<file path="src/rtl/cgra_cfg_fetch_ctrl.sv">
// Config-context fetch: walks a 64-bit word block via 1-cycle memory reads and streams it downstream.
// Latency: start->first read 1 cycle, ->first output 3 cycles; 1 word/cycle sustained for BUF_DEPTH>=3.
// Backpressure: reads are credit-gated on FIFO space; output held stable while stalled. Option: CFG_FETCH_CHECKSUM_EN.
module cgra_cfg_fetch_ctrl #(
    parameter int DATA_WIDTH = 64,
    parameter int ADDR_WIDTH = 32,
    parameter int CNT_WIDTH  = 10,
    parameter int BUF_DEPTH  = 4
) (
    input  logic                  clk,
    input  logic                  rst_n,
    input  logic                  start_i,
    input  logic [ADDR_WIDTH-1:0] base_addr_i,
    input  logic [CNT_WIDTH-1:0]  num_words_i,
    input  logic                  abort_i,
    output logic                  busy_o,
    output logic                  done_o,
    output logic [ADDR_WIDTH-1:0] mem_addr_o,
    output logic                  mem_ren_o,
    input  logic [DATA_WIDTH-1:0] mem_rdata_i,
    input  logic                  mem_valid_i,
    output logic                  out_valid_o,
    output logic [DATA_WIDTH-1:0] out_data_o,
    output logic                  out_last_o,
    input  logic                  out_ready_i
`ifdef CFG_FETCH_CHECKSUM_EN
    ,
    output logic [DATA_WIDTH-1:0] checksum_o
`endif
);

    localparam int PW = (BUF_DEPTH > 1) ? $clog2(BUF_DEPTH) : 1;
    localparam int CW = $clog2(BUF_DEPTH + 1);

    typedef enum logic [1:0] {S_IDLE, S_FETCH, S_DRAIN, S_DONE} state_t;

    state_t                 state_q, state_d;
    logic [ADDR_WIDTH-1:0]  addr_q;
    logic [CNT_WIDTH-1:0]   issue_cnt_q, accept_cnt_q;
    logic                   inflight_q, drop_q;
    logic [DATA_WIDTH-1:0]  fifo_mem [BUF_DEPTH];
    logic [PW-1:0]          wr_ptr_q, rd_ptr_q;
    logic [CW-1:0]          count_q;
    logic                   abort_act, start_acc, push, pop, credit_ok;
    logic [CW:0]            occ;

    function automatic logic [PW-1:0] ptr_inc(input logic [PW-1:0] p);
        return (p == PW'(BUF_DEPTH - 1)) ? '0 : p + PW'(1);
    endfunction

    assign abort_act   = abort_i && (state_q != S_IDLE);
    assign start_acc   = start_i && (state_q == S_IDLE);
    assign out_valid_o = (count_q != '0);
    assign out_data_o  = fifo_mem[rd_ptr_q];
    assign out_last_o  = out_valid_o && (accept_cnt_q == CNT_WIDTH'(1));
    assign pop         = out_valid_o && out_ready_i;
    // A read issued last cycle lands in the FIFO this cycle, so it already owns a slot.
    assign push        = mem_valid_i && !drop_q && !abort_act;
    assign occ         = (CW+1)'(count_q) + (CW+1)'(inflight_q);
    assign credit_ok   = occ < ((CW+1)'(BUF_DEPTH) + (CW+1)'(pop));
    assign busy_o      = (state_q != S_IDLE);
    assign done_o      = (state_q == S_DONE) && !abort_act;
    assign mem_addr_o  = addr_q;

    always_comb begin
        state_d   = state_q;
        mem_ren_o = 1'b0;
        case (state_q)
            S_IDLE:  if (start_i) state_d = (num_words_i == '0) ? S_DONE : S_FETCH;
            S_FETCH: if (credit_ok) begin
                mem_ren_o = 1'b1;
                if (issue_cnt_q == CNT_WIDTH'(1)) state_d = S_DRAIN;
            end
            S_DRAIN: if (pop && accept_cnt_q == CNT_WIDTH'(1)) state_d = S_DONE;
            S_DONE:  state_d = S_IDLE;
            default: state_d = S_IDLE;
        endcase
        if (abort_act) begin
            state_d   = S_IDLE;
            mem_ren_o = 1'b0;
        end
    end

    always_ff @(posedge clk or negedge rst_n) begin
        if (!rst_n) begin
            state_q      <= S_IDLE;
            addr_q       <= '0;
            issue_cnt_q  <= '0;
            accept_cnt_q <= '0;
            inflight_q   <= 1'b0;
            drop_q       <= 1'b0;
            wr_ptr_q     <= '0;
            rd_ptr_q     <= '0;
            count_q      <= '0;
        end else begin
            state_q    <= state_d;
            inflight_q <= mem_ren_o;
            drop_q     <= abort_act;
            if (abort_act) begin
                issue_cnt_q  <= '0;
                accept_cnt_q <= '0;
                wr_ptr_q     <= '0;
                rd_ptr_q     <= '0;
                count_q      <= '0;
            end else begin
                if (start_acc) begin
                    addr_q       <= base_addr_i & ~ADDR_WIDTH'(7);
                    issue_cnt_q  <= num_words_i;
                    accept_cnt_q <= num_words_i;
                end
                if (mem_ren_o) begin
                    addr_q      <= addr_q + ADDR_WIDTH'(8);
                    issue_cnt_q <= issue_cnt_q - CNT_WIDTH'(1);
                end
                if (pop) accept_cnt_q <= accept_cnt_q - CNT_WIDTH'(1);
                if (push) wr_ptr_q <= ptr_inc(wr_ptr_q);
                if (pop)  rd_ptr_q <= ptr_inc(rd_ptr_q);
                case ({push, pop})
                    2'b10:   count_q <= count_q + CW'(1);
                    2'b01:   count_q <= count_q - CW'(1);
                    default: count_q <= count_q;
                endcase
            end
        end
    end

    always_ff @(posedge clk or negedge rst_n) begin
        if (!rst_n) begin
            for (int i = 0; i < BUF_DEPTH; i++) fifo_mem[i] <= '0;
        end else if (push) begin
            fifo_mem[wr_ptr_q] <= mem_rdata_i;
        end
    end

`ifdef CFG_FETCH_CHECKSUM_EN
    always_ff @(posedge clk or negedge rst_n) begin
        if (!rst_n)                     checksum_o <= '0;
        else if (abort_act || start_acc) checksum_o <= '0;
        else if (pop)                   checksum_o <= checksum_o ^ out_data_o;
    end
`endif

    a_no_overflow: assert property (@(posedge clk) disable iff (!rst_n)
        !(push && !pop && count_q == CW'(BUF_DEPTH)));

endmodule

</file>
<file path="config.mk">
export PLATFORM = sky130hd
export DESIGN_NAME = cgra_cfg_fetch_ctrl
export DESIGN_NICKNAME = d
export VERILOG_FILES = /design/src/rtl/cgra_cfg_fetch_ctrl.sv
export SDC_FILE = /design/constraint.sdc
export NUM_CORES = 1
export LEC_CHECK = 0
export ABC_AREA = 0
export CAP_MARGIN = 20
export CORE_MARGIN = 3
export CORE_UTILIZATION = 40
export DETAILED_ROUTE_END_ITERATION = 7
export HOLD_SLACK_MARGIN = 0.03
export SYNTH_ARGS = -nofsm -noshare
export SYNTH_HDL_FRONTEND = slang
export SYNTH_SLANG_ARGS = --single-unit
</file>
<file path="constraint.sdc">
create_clock -name clk -period 6.35 [get_ports clk]
set_clock_uncertainty 0.2 [all_clocks]
set_input_delay 0.9525 -clock clk [delete_from_list [all_inputs] [get_ports clk]]
set_output_delay 0.9525 -clock clk [all_outputs]
set_load 0.01 [all_outputs]
</file>
==> results.yml <==
timing:
  slew_viol_final: 0
  max_freq_mhz: 220
  rsz0062_at_grt: "false"
  finalHoldViolations: 0
  worst-slew-pin-transition_ps: 1070
  hold_ws_ps: 242
  period_needed_ps: 4550
  slew_headroom_pct: 28.6
  setup_viol: 0
  min_period_over_period_pct: 71.7
  tns_ps: 0
die:
  core-area_mm2: 0.0367
  die_w_um: 199
  die_area_mm2: 0.0397
  die_y_um: 199
  ioPinCount: 213
  num_rows: 70
  initial_core_util_pct: 40.7
routing:
  drc: 0
  routedLengthMet1_mm: 16.9
  antenna_left: 0
  dr_wl_met2_mm: 16.9
  routed_wl_mm: 36.7
  highest_layer: "met5"
  wl_per_cell_um: 20.9
  via_per_inst: 5.59
  route.met3.wl_mm: 2.19
  drt_first_pass_iters: 5
  num_vias: 9829
  drtIter0Drc: 462
layout:
  utilization_pct: 50.9
  drive_above_1_share_pct: 32.5
  final_cells: 1757
  layout_commonest_cell: "dfrtp_1"
  fillerInstances: 3151
  ff_latch_area_mm2: 0.00792
  area_growth_pct: 25.0
  final_cell_mix: "dfrtp_1, mux2_2, clkdlybuf4s50_1, mux4_2, clkbuf_16"
  multi_input_area_mm2: 0.00668
  fin_area_mm2: 0.0187
  nets: 1393
critical_path:
  worst-path-buf-inv: 3
  crit_type: "in2out"
  startpoint_type: "input port"
  cp.arrival_ps: 3400
  worstReg2RegStart: "state_q[1]$_DFFE_PN0P_"
  crit_family: "simple AND/OR/NAND/NOR gates"
  worstPathRequired_ps: 5200
  crit_start: "abort_i"
  crit_chain: "clkdlybuf4s50_1 -> nand2b_1 -> and3_1 -> nand2_2 -> inv_2 -> clkdlybuf4s50_1"
  crit_slowest_cell: "nand2_2"
  cpPeakStageDelay_ps: 590
  crit_path_max_fanout: 40
  crit_top_cell: "clkdlybuf4s50_1"
  end_kind: "output pin"
synth:
  synth-main-ff-cell: "dfrtp_1"
  synth.area.mux_share_pct: 29.1
  yosysTopAreaCell: "dfrtp_1"
  netlist_area_mm2: 0.0150
  yosysSeqAreaShare_pct: 52.9
  synth.distinct_cells: 73
  avgSynthCellArea_um2: 14.0
  synth_compound_area_share_pct: 6.82
  ys_ff_latch: 316
  synthArstFlopShare_pct: 100
  synth_xor_area_share_pct: 0.234
  syn_inst: 1070
  synth_area_leaders: "dfrtp_1, mux2_2, mux4_2"
  yosysWarnings: 0
  synth_simple_gate_area_share_pct: 6.83
  synth_top_family_by_area: "multiplexers"
  synth_edf_count: 0
  yosys.area_share.adder_pct: 1.47
  synth_top_area_share_pct: 52.9
grt:
  grt_usage_pct: 18.7
  grt_max_degree: 105
  grt_pass1_vias: 10400
  grt_overflow_total: 0
  grt_pass1_wl_mm: 58.6
  antenna_found_initial: 3
cts:
  cts_max_path_buffers: 3
  path_clk_slew_ps: 60
  cts_root_buf: "clkbuf_16"
  cts_buffers: 37
  cts.sinks: 316
  clk_latency_ps: 530
  ctsHoldBuffers: 0
  cts_tree: "done"
  htreeDepth: 2
  cts_setup_buffers: 0
  cts_resized: 0
placement:
  dpl_cell_area_mm2: 0.0174
  io_buffers: 206
  post-place-cells: 1693
  dp_hpwl_mm: 22.9
  gp_congestion: 0.816
run:
  cap_violations: 0
power_and_ir_drop:
  cellPowerDensity_mw_per_mm2: 547
  vdd_drop_max_mv: 0.409
  p_leak_nw: 7.81
worst_hold_path:
  worst_hold_path_type: "in2async"
outcome:
  status: "finished, final reports clean"
logic make-up (layout without fill, tap and decap cells):
kind of cell             count (synthesis)  count (layout)
buffers and inverters                   87             303
multiplexers                           322             322
adder cells (fa/ha/maj)                 17              17
AO/OA/AOI/OAI                          134             134
other                                    1               4
flip-flops                             316             316
XOR/XNOR                                 4               4
AND/OR/NAND/NOR                        189             189
state kept, by name, indices dropped and copies added, names as in the netlist:
register / cells
rd_ptr_q: 2
wr_ptr_q: 2
drop_q: 1
mem_addr_o: 29
fifo_mem: 256
issue_cnt_q: 10
count_q: 3
inflight_q: 1
accept_cnt_q: 10
state_q: 2
Yosys cell counts (9+ instances only):
master	n
buf_2	38
clkbuf_1	19
mux4_2	64
o21ai_0	11
o211ai_1	9
nor2_1	30
a21oi_1	19
and2_1	9
a221o_1	15
a211o_1	10
a211oi_1	16
nor3_1	30
nand3_1	20
dfrtp_1	316
a31oi_1	9
and3_1	11
mux2_2	256
nand4_1	13
inv_1	18
nand2_1	26
ha_1	16
nor4_1	14
worst register-to-register path, stage by stage, from the launching register on:
cell and delay, ps:
dfrtp_1 410, inv_1 130, ha_1 280, nand2b_1 150
and3_1 530, nand2_2 590, inv_2 180, buf_4 390
a41oi_1 200, o22a_1 220
through the flow:
stage               total power (W)  setup slack (ps)
CTS                          0.0103              1800
detailed placement          0.00812              1820
global placement            0.00803              1810
floorplan                   0.00629              3440
finish                       0.0102              1800
global route                 0.0109              1610
cell type report:
class / count / area share (%)
multi-input cells: 669 / 35.7
well taps: 468 / 3.13
diodes: 1 / 0.0134
repair buffers: 221 / 11.7
clock buffers: 54 / 5.94
inverters: 19 / 0.382
clock inverters: 9 / 0.723
flip-flops and latches: 316 / 42.4
final timing paths:
| check | to | slack (ps) | depth (start not counted) |
|---|---|---|---|
| worst min register to register | accept_cnt_q[4]$_DFFE_PN0P_ | 290 | 1 |
| worst max-delay path | mem_ren_o | 1800 | 6 |
| max in group asynchronous | fifo_mem[39]$_DFFE_PN0P_ | 4350 | 2 |
| worst min-delay path | fifo_mem[141]$_DFFE_PN0P_ | 240 | 1 |
| min in group clk | accept_cnt_q[4]$_DFFE_PN0P_ | 290 | 1 |
| worst max register to register | mem_addr_o[16]$_DFFE_PN0P_ | 2960 | 9 |
routing by layer:
metal,global-route usage (%),up-vias
li1,-,4479
met1,26.1,5042
met2,29.5,246
met3,4.35,56
met4,5.30,6
met5,0,-
power by group:
part           total [W]  switching (W)  internal, W  leakage [nW]
Combinational    0.00442        0.00184      0.00258          3.34
Clock            0.00217       0.000833      0.00133         0.616
Sequential       0.00363       0.000654      0.00297          3.85
Power figures use the tool's default switching activity.
